===== config.mk =====
export PLATFORM = sky130hd
export DESIGN_NAME = serial_add_scheduler_flat
export DESIGN_NICKNAME = d
export VERILOG_FILES = /design/src/rtl/serial_add_scheduler_if.sv /design/src/rtl/serial_add_scheduler.sv /design/src/flat_wrapper.sv
export SDC_FILE = /design/constraint.sdc
export NUM_CORES = 1
export LEC_CHECK = 0
export CORE_MARGIN = 2
export CORE_UTILIZATION = 40
export CTS_CLUSTER_DIAMETER = 80
export DETAILED_ROUTE_END_ITERATION = 8
export GPL_ROUTABILITY_DRIVEN = 0
export PLACE_DENSITY = 0.79
export SLEW_MARGIN = 20
export SYNTH_ARGS = -nofsm -noshare
export SYNTH_HDL_FRONTEND = slang
export SYNTH_SLANG_ARGS = --single-unit
export TNS_END_PERCENT = 50

===== constraint.sdc =====
create_clock -name clk -period 4.1 [get_ports clk]
set_input_delay 0.41 -clock clk [delete_from_list [all_inputs] [get_ports clk]]
set_output_delay 0.41 -clock clk [all_outputs]
set_load 0.03 [all_outputs]

===== src/rtl/serial_add_scheduler_if.sv =====
// Request/response bundle between adder clients and serial_add_scheduler.
//   req     : per-requester request level
//   opa/opb : packed operands, requester i at [i*WIDTH +: WIDTH]
//   gnt     : one-hot grant, one cycle, when operands are captured
//   busy    : scheduler is between grant and done
//   done    : one-cycle pulse, result/done_id/cout valid
//   done_id : requester the result belongs to
//   result  : sum mod 2^WIDTH, held until next done
//   cout    : final carry (zero unless carry output is enabled)
// master = client side, slave = scheduler side.
interface serial_add_scheduler_if #(
  parameter int WIDTH = 23,
  parameter int NREQ  = 4
);
  localparam int IDW = $clog2(NREQ);

  logic [NREQ-1:0]       req;
  logic [NREQ*WIDTH-1:0] opa;
  logic [NREQ*WIDTH-1:0] opb;
  logic [NREQ-1:0]       gnt;
  logic                  busy;
  logic                  done;
  logic [IDW-1:0]        done_id;
  logic [WIDTH-1:0]      result;
  logic                  cout;

  modport master (
    output req, opa, opb,
    input  gnt, busy, done, done_id, result, cout
  );

  modport slave (
    input  req, opa, opb,
    output gnt, busy, done, done_id, result, cout
  );
endinterface


===== src/rtl/serial_add_scheduler.sv =====
// serial_add_scheduler: one bit-serial adder shared by NREQ requesters.
// A round-robin arbiter picks a pending request in IDLE and captures its
// operands; WIDTH shift/add cycles follow; DONE presents the sum for a cycle.
// Ports:
//   clk  : clock, posedge
//   rst  : synchronous active-high reset
//   bus  : serial_add_scheduler_if.slave (req/opa/opb in; gnt/busy/done/
//          done_id/result/cout out)
// Build option: define SERIAL_ADD_CARRY_EN to drive cout with the final
// carry of each add; otherwise cout is tied low.
module serial_add_scheduler #(
  parameter int WIDTH = 23,
  parameter int NREQ  = 4
) (
  input logic                  clk,
  input logic                  rst,
  serial_add_scheduler_if.slave bus
);
  localparam int IDW = $clog2(NREQ);
  localparam int CW  = (WIDTH > 1) ? $clog2(WIDTH) : 1;

  typedef enum logic [1:0] {IDLE, SHIFT, DONE} state_t;

  state_t           state, state_nxt;
  logic [WIDTH-1:0] a_sh, b_sh;
  logic             carry;
  logic [CW-1:0]    count;
  logic [IDW-1:0]   last;
  logic [NREQ-1:0]  gnt_q;
  logic [IDW-1:0]   done_id_q;
  logic [WIDTH-1:0] result_q;

  // arbiter outputs
  logic             win_vld;
  logic [IDW-1:0]   win;
  logic [IDW-1:0]   cand;
  logic [WIDTH-1:0] opa_w, opb_w;

  // serial datapath
  logic [1:0]       sum;
  logic [WIDTH-1:0] a_nxt;
  logic             last_bit;

  // Round-robin: scan last+1, last+2, ... wrapping, first set req wins.
  always_comb begin
    win_vld = 1'b0;
    win     = '0;
    cand    = '0;
    for (int k = 1; k <= NREQ; k++) begin
      cand = IDW'((int'(last) + k) % NREQ);
      if (!win_vld && bus.req[cand]) begin
        win_vld = 1'b1;
        win     = cand;
      end
    end
  end

  // Operand mux for the winner.
  always_comb begin
    opa_w = '0;
    opb_w = '0;
    for (int i = 0; i < NREQ; i++) begin
      if (win == IDW'(i)) begin
        opa_w = bus.opa[i*WIDTH +: WIDTH];
        opb_w = bus.opb[i*WIDTH +: WIDTH];
      end
    end
  end

  // Sum bits enter at the MSB of A so after WIDTH shifts A holds the result.
  assign sum      = {1'b0, a_sh[0]} + {1'b0, b_sh[0]} + {1'b0, carry};
  assign a_nxt    = {sum[0], a_sh[WIDTH-1:1]};
  assign last_bit = (count == CW'(WIDTH - 1));

  always_ff @(posedge clk) begin
    if (rst) state <= IDLE;
    else     state <= state_nxt;
  end

  always_comb begin
    state_nxt = state;
    case (state)
      IDLE:    if (win_vld) state_nxt = SHIFT;
      SHIFT:   if (last_bit) state_nxt = DONE;
      DONE:    state_nxt = IDLE;
      default: state_nxt = IDLE;
    endcase
  end

  always_ff @(posedge clk) begin
    if (rst) begin
      a_sh      <= '0;
      b_sh      <= '0;
      carry     <= 1'b0;
      count     <= '0;
      last      <= IDW'(NREQ - 1);
      gnt_q     <= '0;
      done_id_q <= '0;
      result_q  <= '0;
    end else begin
      gnt_q <= '0;
      case (state)
        IDLE: begin
          if (win_vld) begin
            a_sh  <= opa_w;
            b_sh  <= opb_w;
            carry <= 1'b0;
            count <= '0;
            last  <= win;
            gnt_q <= NREQ'(1) << win;
          end
        end
        SHIFT: begin
          a_sh  <= a_nxt;
          b_sh  <= b_sh >> 1;
          carry <= sum[1];
          count <= count + 1'b1;
          if (last_bit) begin
            result_q  <= a_nxt;
            done_id_q <= last;
          end
        end
        default: ;
      endcase
    end
  end

`ifdef SERIAL_ADD_CARRY_EN
  logic cout_q;

  always_ff @(posedge clk) begin
    if (rst)                             cout_q <= 1'b0;
    else if (state == SHIFT && last_bit) cout_q <= sum[1];
  end

  assign bus.cout = cout_q;
`else
  assign bus.cout = 1'b0;
`endif

  assign bus.gnt     = gnt_q;
  assign bus.busy    = (state != IDLE);
  assign bus.done    = (state == DONE);
  assign bus.done_id = done_id_q;
  assign bus.result  = result_q;
endmodule


===== src/flat_wrapper.sv =====
// flat-port wrapper written by rule: the top's interface ports become plain ports
module serial_add_scheduler_flat 
#(
  parameter int WIDTH = 23,
  parameter int NREQ  = 4
)
  (clk, rst, bus_req, bus_opa, bus_opb, bus_gnt, bus_busy, bus_done, bus_done_id, bus_result, bus_cout);
  serial_add_scheduler_if #(.WIDTH(WIDTH), .NREQ(NREQ)) bus_i ();
  input logic clk;
  input logic rst;
  input wire logic [$bits(bus_i.req)-1:0] bus_req;
  input wire logic [$bits(bus_i.opa)-1:0] bus_opa;
  input wire logic [$bits(bus_i.opb)-1:0] bus_opb;
  output wire logic [$bits(bus_i.gnt)-1:0] bus_gnt;
  output wire logic [$bits(bus_i.busy)-1:0] bus_busy;
  output wire logic [$bits(bus_i.done)-1:0] bus_done;
  output wire logic [$bits(bus_i.done_id)-1:0] bus_done_id;
  output wire logic [$bits(bus_i.result)-1:0] bus_result;
  output wire logic [$bits(bus_i.cout)-1:0] bus_cout;
  assign bus_i.req = bus_req;
  assign bus_i.opa = bus_opa;
  assign bus_i.opb = bus_opb;
  assign bus_gnt = bus_i.gnt;
  assign bus_busy = bus_i.busy;
  assign bus_done = bus_i.done;
  assign bus_done_id = bus_i.done_id;
  assign bus_result = bus_i.result;
  assign bus_cout = bus_i.cout;
  serial_add_scheduler #(.WIDTH(WIDTH), .NREQ(NREQ)) u_core (.clk(clk), .rst(rst), .bus(bus_i));
endmodule

**After elaboration in Yosys (flattened, before gate mapping)**

Cells that the tools add are included.

- Equal/unequal tests: 8
- Shifts and indexed selects: 1
- Order comparisons: 4
- Multiplexer cells: 35
- Bitwise operators: 2
- $mul: 0
- Reduce and logical (&&, ||, !) cells: 15
- Divide/modulo/power cells: 0
- Add/sub/neg operators: 7

Operators with widths:

| cell | count |
|---|---|
| $mux W23 | 10 |
| $pmux W23 S2 | 2 |
| $lt A2 B3 Y1 const B | 4 |
| $mux W2 | 6 |
| $pmux W5 S2 | 1 |
| $mux W1 | 9 |
| $bmux W1 S2 | 4 |
| $reduce_and A2 Y1 | 4 |
| $eq A2 B2 Y1 const B | 3 |
| $add A5 B1 Y5 const B | 1 |
| $eq A5 B5 Y1 const B | 1 |
| $mux W5 | 1 |
| $add A2 B1 Y2 const B | 2 |
| $add A2 B2 Y2 const B | 2 |
| $eq A2 B1 Y1 const B | 2 |
| $logic_not A2 Y1 | 2 |
| $ne A2 B1 Y1 const B | 2 |
| $pmux W2 S2 | 1 |
| $reduce_bool A2 Y1 | 2 |
| $shl A1 B2 Y4 const A | 1 |
| $logic_and A1 B1 Y1 | 3 |
| $logic_not A1 Y1 | 3 |
| $reduce_or A3 Y1 | 1 |
| $add A1 B1 Y2 | 1 |
| 3 further kinds | 4 |

- Register bits: 85
- Logic and storage cells: 81
- Bits in read-only memories: 0
- Bits of input ports: 190
- Memory bits (writable): 0
- Memories kept: 0
- Output and inout bits: 32
- Bits in latches: 0

**Depth between registers and ports, before layout**

Gate-level depths: netlist of the first run.

- Word-level depth: 20
- Gate-level depth with buffers: 9
- Gate-level depth less buffers: 6

**Worst setup path before layout of the first run**

Ideal clock, no wire load.

- Kind: input to register
- Start point: input port bus_req[1]
- End point: register u_core.a_sh[10]
- Setup slack: 2.111 ns
- Data arrival time: 1.856 ns
- Data required time: 3.966 ns
- Setup time: 0.134 ns
- Path buffers: 3
- Stages: 8
- Cells stage by stage: buf_2 -> nor2b_1 -> o21a_1 -> or4b_4 -> buf_6 -> buf_6 -> o22ai_2 -> o22ai_1

- Cells in the longest elaborated chain, start to end: 19
- Elaborated cells between the ends (all ways): 34
- Those cells by class: eq/ne (4); mux (22); reduce/logical (8)

Ends and longest elaborated chain:

| element | RTL line | RTL |
|---|---|---|
| start: declaration | flat_wrapper.sv:11 | `input wire logic [$bits(bus_i.req)-1:0] bus_req;` |
| $bmux W1 S2 | serial_add_scheduler.sv:51 | `if (!win_vld && bus.req[cand]) begin` |
| $mux W1 (not written as such) | serial_add_scheduler.sv:51 |  |
| $mux W1 | serial_add_scheduler.sv:51 |  |
| $logic_not A1 Y1 | serial_add_scheduler.sv:51 |  |
| $logic_and A1 B1 Y1 | serial_add_scheduler.sv:51 |  |
| $mux W1 | serial_add_scheduler.sv:51 |  |
| $logic_not A1 Y1 | serial_add_scheduler.sv:51 |  |
| $logic_and A1 B1 Y1 | serial_add_scheduler.sv:51 |  |
| $mux W1 | serial_add_scheduler.sv:51 |  |
| $logic_not A1 Y1 | serial_add_scheduler.sv:51 |  |
| $logic_and A1 B1 Y1 | serial_add_scheduler.sv:51 |  |
| $mux W2 | serial_add_scheduler.sv:51 |  |
| $logic_not A2 Y1 | serial_add_scheduler.sv:63 | `if (win == IDW'(i)) begin` |
| $mux W23 (4 in series) | serial_add_scheduler.sv:63 |  |
| $mux W23 | serial_add_scheduler.sv:104 | `if (win_vld) begin` |
| $pmux W23 S2 | serial_add_scheduler.sv:102 | `case (state)` |
| end signal: assignment | serial_add_scheduler.sv:105 | `a_sh <= opa_w;` |
| end signal: assignment | serial_add_scheduler.sv:114 | `a_sh <= a_nxt;` |
| end: declaration | serial_add_scheduler.sv:25 | `logic [WIDTH-1:0] a_sh, b_sh;` |

Several ways; a longest one is shown, not always the timed one. The select of a mux whose other input is x is not followed.
A chain may end at the register's enable or synchronous reset.

**Worst setup path after layout of the first run**

- Start point: input port bus_req[1]
- End point: register u_core.a_sh[0]

Same word-level chain as after synthesis.

==> flow_summary.ini, run 1 <==
[logic_synthesis]
synthFlopType = dfxtp_1
synth_warnings = 0
synth_cells = 552
synth_nets = 745
syn_area_um2 = 4549
synth_edf_count = 0
yosysSeqAreaShare = 0.3740
synth-seq-cells = 85
yosysUniqueCellTypes = 46
synthArstFlopShare = 0
syn_area_per_cell_um2 = 8.242

[setup_path]
rr_endpoint = u_core.a_sh[0]
slowest_delay_ps = 780
crit_required_ps = 4260
cp_num_buf_inv = 2
path_cells = clkdlybuf4s50_1, o21ai_1, o221ai_1, buf_4, or4b_4, o22ai_1, o22ai_1
cp_slowest_cell = or4b_4
cpMostUsedCell = o22ai_1
cp_num_cells = 7
cp.arrival_ps = 2920
rr_worst_depth = 6
crit_end = u_core.a_sh[0]
worst-r2r-setup-slack_ps = 1460
r2r_start = u_core.last[1]
crit_type = input pin to flip-flop
crit_path_start = bus_req[1]
cp-end-kind = flip-flop
crit_path_start_kind = input pin
critPathTopFamily = buffers and inverters
critical_path.max_fanout = 38

[timing]
rsz0062_at_grt = false
final-max-slew-violation-count = 0
finalCritPeriodShare = 0.6739
fin_skew_ps = 8.563
tightest_slew_ps = 1109
fmax_mhz = 361.9
min_period_ps = 2763
fin_tns_setup_ps = 0
slew-limit-headroom = 0.2596
setup_viol = 0
hold_viol = 0

[cts]
clock_path_buffers = 2
cts_htree_levels = 3
cts_root_buf = clkbuf_16
numCtsBuffers = 9
cts_tree = built
clkTransAtPathRegs_ps = 70
insertion_delay_ps = 320
post_cts_resized = 0
cts_setup_buffers = 0
ctsHoldBuffers = 0
cts_sinks = 85

[cells_and_area]
layout_common_cells = 219 x clkdlybuf4s50_1, 85 x dfxtp_1, 71 x a21oi_1, 62 x nand2_1, 60 x o22ai_1
syn2layout_area_growth_pct = 54.35
drive_gt1_frac = 0.07766
fin_nets = 922
seq_area_um2 = 1702
fill_cells = 954
layout_commonest_cell = clkdlybuf4s50_1
multi_input_area_um2 = 2590
antenna_cells = 0

[die]
ioPinCount = 222
core_area_um2 = 10980
die-area_um2 = 12240
die_w_um = 110.6
dieHeight_um = 110.6
rows = 38
initial_core_util = 0.4142

[power]
pwr_density_cell_nw_per_um2 = 341.7
p_leak_nw = 2.541
ir_drop_mv = 0.1970
report.power.total_w = 0.002399

[status]
status = finished, final reports clean

[grt]
grt_pass1_wl_mm = 25.79
grt_antenna_before_repair = 0
groute.usage.overall = 0.2518
overflow = 0
grt_max_degree = 83
first_global_vias = 5268

[route]
wirelength_mm = 16.00
wl_per_cell_um = 18.31
drtIter0Drc = 331
viasPerCell = 5.851
drc = 0
vias = 5114
drtPass1Iterations = 6
antenna_left = 0

[worst_hold_path]
hold_class = flip-flop to flip-flop

[placement]
port_buffers = 220
hpwl_mm = 11.13

[run]
cap_violations = 0
## report_power, final
part,internal (W),switching (W)
sequential,0.000909,0.0000554
clock,0.000431,0.000333
combinational,0.000342,0.000329
total,0.00168,0.000717
## routing by layer
metal  GRT usage  vias to the layer above  wire length, um
li1            -                     2480                -
met3     0.06037                       35             1226
met5           0                        -                0
met4     0.08833                        0              452
met1      0.2939                     2345             6416
met2      0.4487                      254             7903
## worst register-to-register path, stage by stage, from the launching register on
cell and delay, ps:
dfxtp_1 530, o21ai_1 190, o221ai_1 220, buf_4 280, or4b_4 790, o22ai_1 340
o22ai_1 120
## worst min path at each step
stage,startpoint,to,slack [ps],depth (start not counted)
after floorplan,u_core.a_sh[11],u_core.bus.result[10],440,2
after global placement,u_core.bus.result[6],u_core.bus.result[6],440,2
after detailed placement,u_core.bus.result[19],u_core.bus.result[19],450,2
after CTS,u_core.bus.result[19],u_core.bus.result[19],460,2
after global routing,u_core.bus.result[2],u_core.bus.result[2],480,2
final,u_core.bus.result[9],u_core.bus.result[9],450,2
## registers in the layout, indices dropped and copies added (netlist names)
register / flops
u_core.bus.done_id: 2
u_core.a_sh: 23
u_core.count: 5
u_core.bus.gnt: 4
u_core.state: 2
u_core.b_sh: 23
u_core.last: 2
u_core.bus.result: 23
u_core.carry: 1
## area by class of cell
type / instances / share of cell area
multi-input cells: 401 / 0.3689
clock inverters: 6 / 0.006771
inverters: 5 / 0.002673
flip-flops and latches: 85 / 0.2423
clock buffers: 10 / 0.03403
well taps: 140 / 0.02495
repair buffers: 227 / 0.3204
## synthesized netlist by cell type (8+ instances only)
library cell,number,area [um2]
and3_1,41,256.5
o22ai_2,20,250.2
o211a_1,9,90.09
a21oi_1,71,355.3
a22oi_1,10,75.07
nor2_1,21,78.83
dfxtp_1,85,1702
o22ai_1,60,375.4
nand2_1,63,236.5
o221ai_1,38,332.8
o311ai_0,8,70.07
buf_2,9,45.04
clkbuf_1,45,168.9
## cells by family after synthesis
kind of cell,share of synthesized area
AOI/OAI and AO/OA,0.3776
xor gates and xnor gates,0.003851
muxes,0.002475
other,0.0008243
adders and majority gates,0.009900
buffers and inverters,0.06518
and+or+nand+nor,0.1661
DFF,0.3740
## stage by stage
stage / instance area [um2] / hold slack (ps) / std cells / utilization / setup WS (ps)
after detailed placement: 6730 / 447.9 / 858 / 0.6128 / 881.5
after floorplan: 4549 / 440.8 / 552 / - / 2111
after CTS: 7017 / 457.2 / 874 / 0.6389 / 1252
final: 7022 / 454.8 / 874 / 0.6393 / 1337
after global placement: 6730 / 443.4 / 858 / 0.6128 / 1033
after global routing: 7022 / 478.2 / 874 / 0.6393 / 1126
Power figures use the tool's default switching activity.
==> inputs of run 2 (changes only) <==
==> constraint.sdc (replaced) <==
create_clock -name clk -period 2.7 [get_ports clk]
set_input_delay 0.27 -clock clk [delete_from_list [all_inputs] [get_ports clk]]
set_output_delay 0.27 -clock clk [all_outputs]
set_load 0.03 [all_outputs]
==> run 2 against run 1 <==
Effect of this change: clock skew decreased by 2.2 ps; clock power increased by 62%; largest power group unchanged; design area increased by 1.6%; global-route usage increased by 0.92 points; via count increased by 3.0%; wire length increased by 3.3%; setup slack got worse by 940 ps; worst hold slack got worse by 5.9 ps; register-to-register slack got worse by 1100 ps; combinational power increased by 56%.
==> flow_summary.ini, run 2 (synthesized netlist as in run 1, its figures left out) <==
[status]
status = finished, final reports clean

[die]
ioPinCount = 222
dieHeight_um = 110.6
rows = 38
core_area_um2 = 10980
die-area_um2 = 12240
initial_core_util = 0.4142
die_w_um = 110.6

[setup_path]
r2r_start = u_core.last[1]
cp-end-kind = flip-flop
cp.arrival_ps = 2500
critical_path.max_fanout = 38
crit_required_ps = 2890
rr_endpoint = u_core.b_sh[13]
worst-r2r-setup-slack_ps = 390
rr_worst_depth = 5
crit_path_start_kind = flip-flop
crit_type = flip-flop to flip-flop

[cells_and_area]
antenna_cells = 0
layout_common_cells = 219 x clkdlybuf4s50_1, 85 x dfxtp_1, 71 x a21oi_1, 62 x nand2_1, 60 x o22ai_1
fin_nets = 932
syn2layout_area_growth_pct = 56.77
drive_gt1_frac = 0.08871
layout_commonest_cell = clkdlybuf4s50_1

[timing]
fin_skew_ps = 6.342
final-max-slew-violation-count = 0
hold_viol = 0
finalCritPeriodShare = 0.8546
fin_tns_setup_ps = 0
min_period_ps = 2307
rsz0062_at_grt = false
fmax_mhz = 433.4
setup_viol = 0
tightest_slew_ps = 616.2
holdWs_ps = 448.9
slew-limit-headroom = 0.5892

[route]
wl_per_cell_um = 18.69
viasPerCell = 5.959
drtPass1Iterations = 5
drc = 0
drtIter0Drc = 399
routed.top_layer = met4
vias = 5268
wirelength_mm = 16.53
met1_length_mm = 6.525
wl_met3_mm = 1.425
antenna_left = 0
wl_met2_mm = 8.224

[worst_hold_path]
holdPathStages = 2
min-delay-start = rst
hold_end = u_core.state[1]
hold_class = input pin to flip-flop

[placement]
hpwl_mm = 11.50
port_buffers = 220

[cts]
ctsHoldBuffers = 0
clkTransAtPathRegs_ps = 60
post_cts_resized = 0
insertion_delay_ps = 340
cts_sinks = 85
numCtsBuffers = 9
cts_htree_levels = 3
cts_setup_buffers = 0
cts_root_buf = clkbuf_16
cts_tree = built
clock_path_buffers = 2

[power]
pwr_density_cell_nw_per_um2 = 527.5
p_leak_nw = 2.603
ir_drop_mv = 0.4115

[grt]
grt_max_degree = 55
first_global_vias = 5266
grt_pass1_wl_mm = 26.42
grt_antenna_before_repair = 0
groute.usage.overall = 0.2610
overflow = 0

[run]
cap_violations = 0
==> run 2: cell count changes in the layout (fill, tap and decap cells not counted), moves of 2 or more <==
cell | previous run | this run
buf_12 | 0 | 2
buf_4 | 7 | 15
clkinv_4 | 3 | 0
clkinvlp_4 | 1 | 3
==> run 2: per-stage QoR <==
step,util,setup slack [ps],instance area (um2),cells,power [W]
after floorplan,-,850.6,4549,552,0.002052
after global placement,0.6219,194.6,6830,868,0.002497
after detailed placement,0.6219,90.89,6830,868,0.002526
after CTS,0.6494,403.0,7132,884,0.003770
after global routing,0.6494,216.9,7132,884,0.003931
final,0.6494,392.6,7132,884,0.003762
==> run 2: where the power goes <==
group | switching (W) | leakage [nW] | internal [W] | total, W
logic | 0.000505 | 1.76 | 0.000542 | 0.00105
registers | 0.0000893 | 0.698 | 0.00138 | 0.00147
clock network | 0.000506 | 0.140 | 0.000738 | 0.00124
total | 0.00110 | 2.60 | 0.00266 | 0.00376
==> run 2: layout make-up <==
cell class | instances | area (um2)
clock inverters | 6 | 62.56
multi-input cells | 401 | 2585
flip-flops and latches | 85 | 1702
well taps | 140 | 175.2
inverters | 5 | 18.77
clock buffers | 10 | 239.0
fillers | 959 | 3851
repair buffers | 237 | 2350
==> run 2: layer usage <==
layer / GRT usage / vias to the layer above
met4: 0.09500 / 0
met5: 0 / -
li1: - / 2498
met1: 0.3057 / 2466
met2: 0.4630 / 276
met3: 0.06147 / 28
==> run 2: worst max path at each step <==
stage                         from         endpoint  slack [ps]  cells after the start
floorplan               bus_req[1]  u_core.a_sh[10]         850                      8
global placement        bus_req[1]  u_core.b_sh[13]         190                      6
detailed placement      bus_req[1]   u_core.a_sh[0]          90                      6
CTS                 u_core.last[1]   u_core.a_sh[0]         400                      5
global route        u_core.last[1]  u_core.b_sh[20]         220                      5
finish              u_core.last[1]  u_core.b_sh[13]         390                      5
==> run 2: critical path, cell delays in order (launching register included) <==
cell and delay (ps):
dfxtp_1 540, o21ai_1 180, o221ai_1 260, or4b_4 790
o22ai_1 280, o22ai_1 100
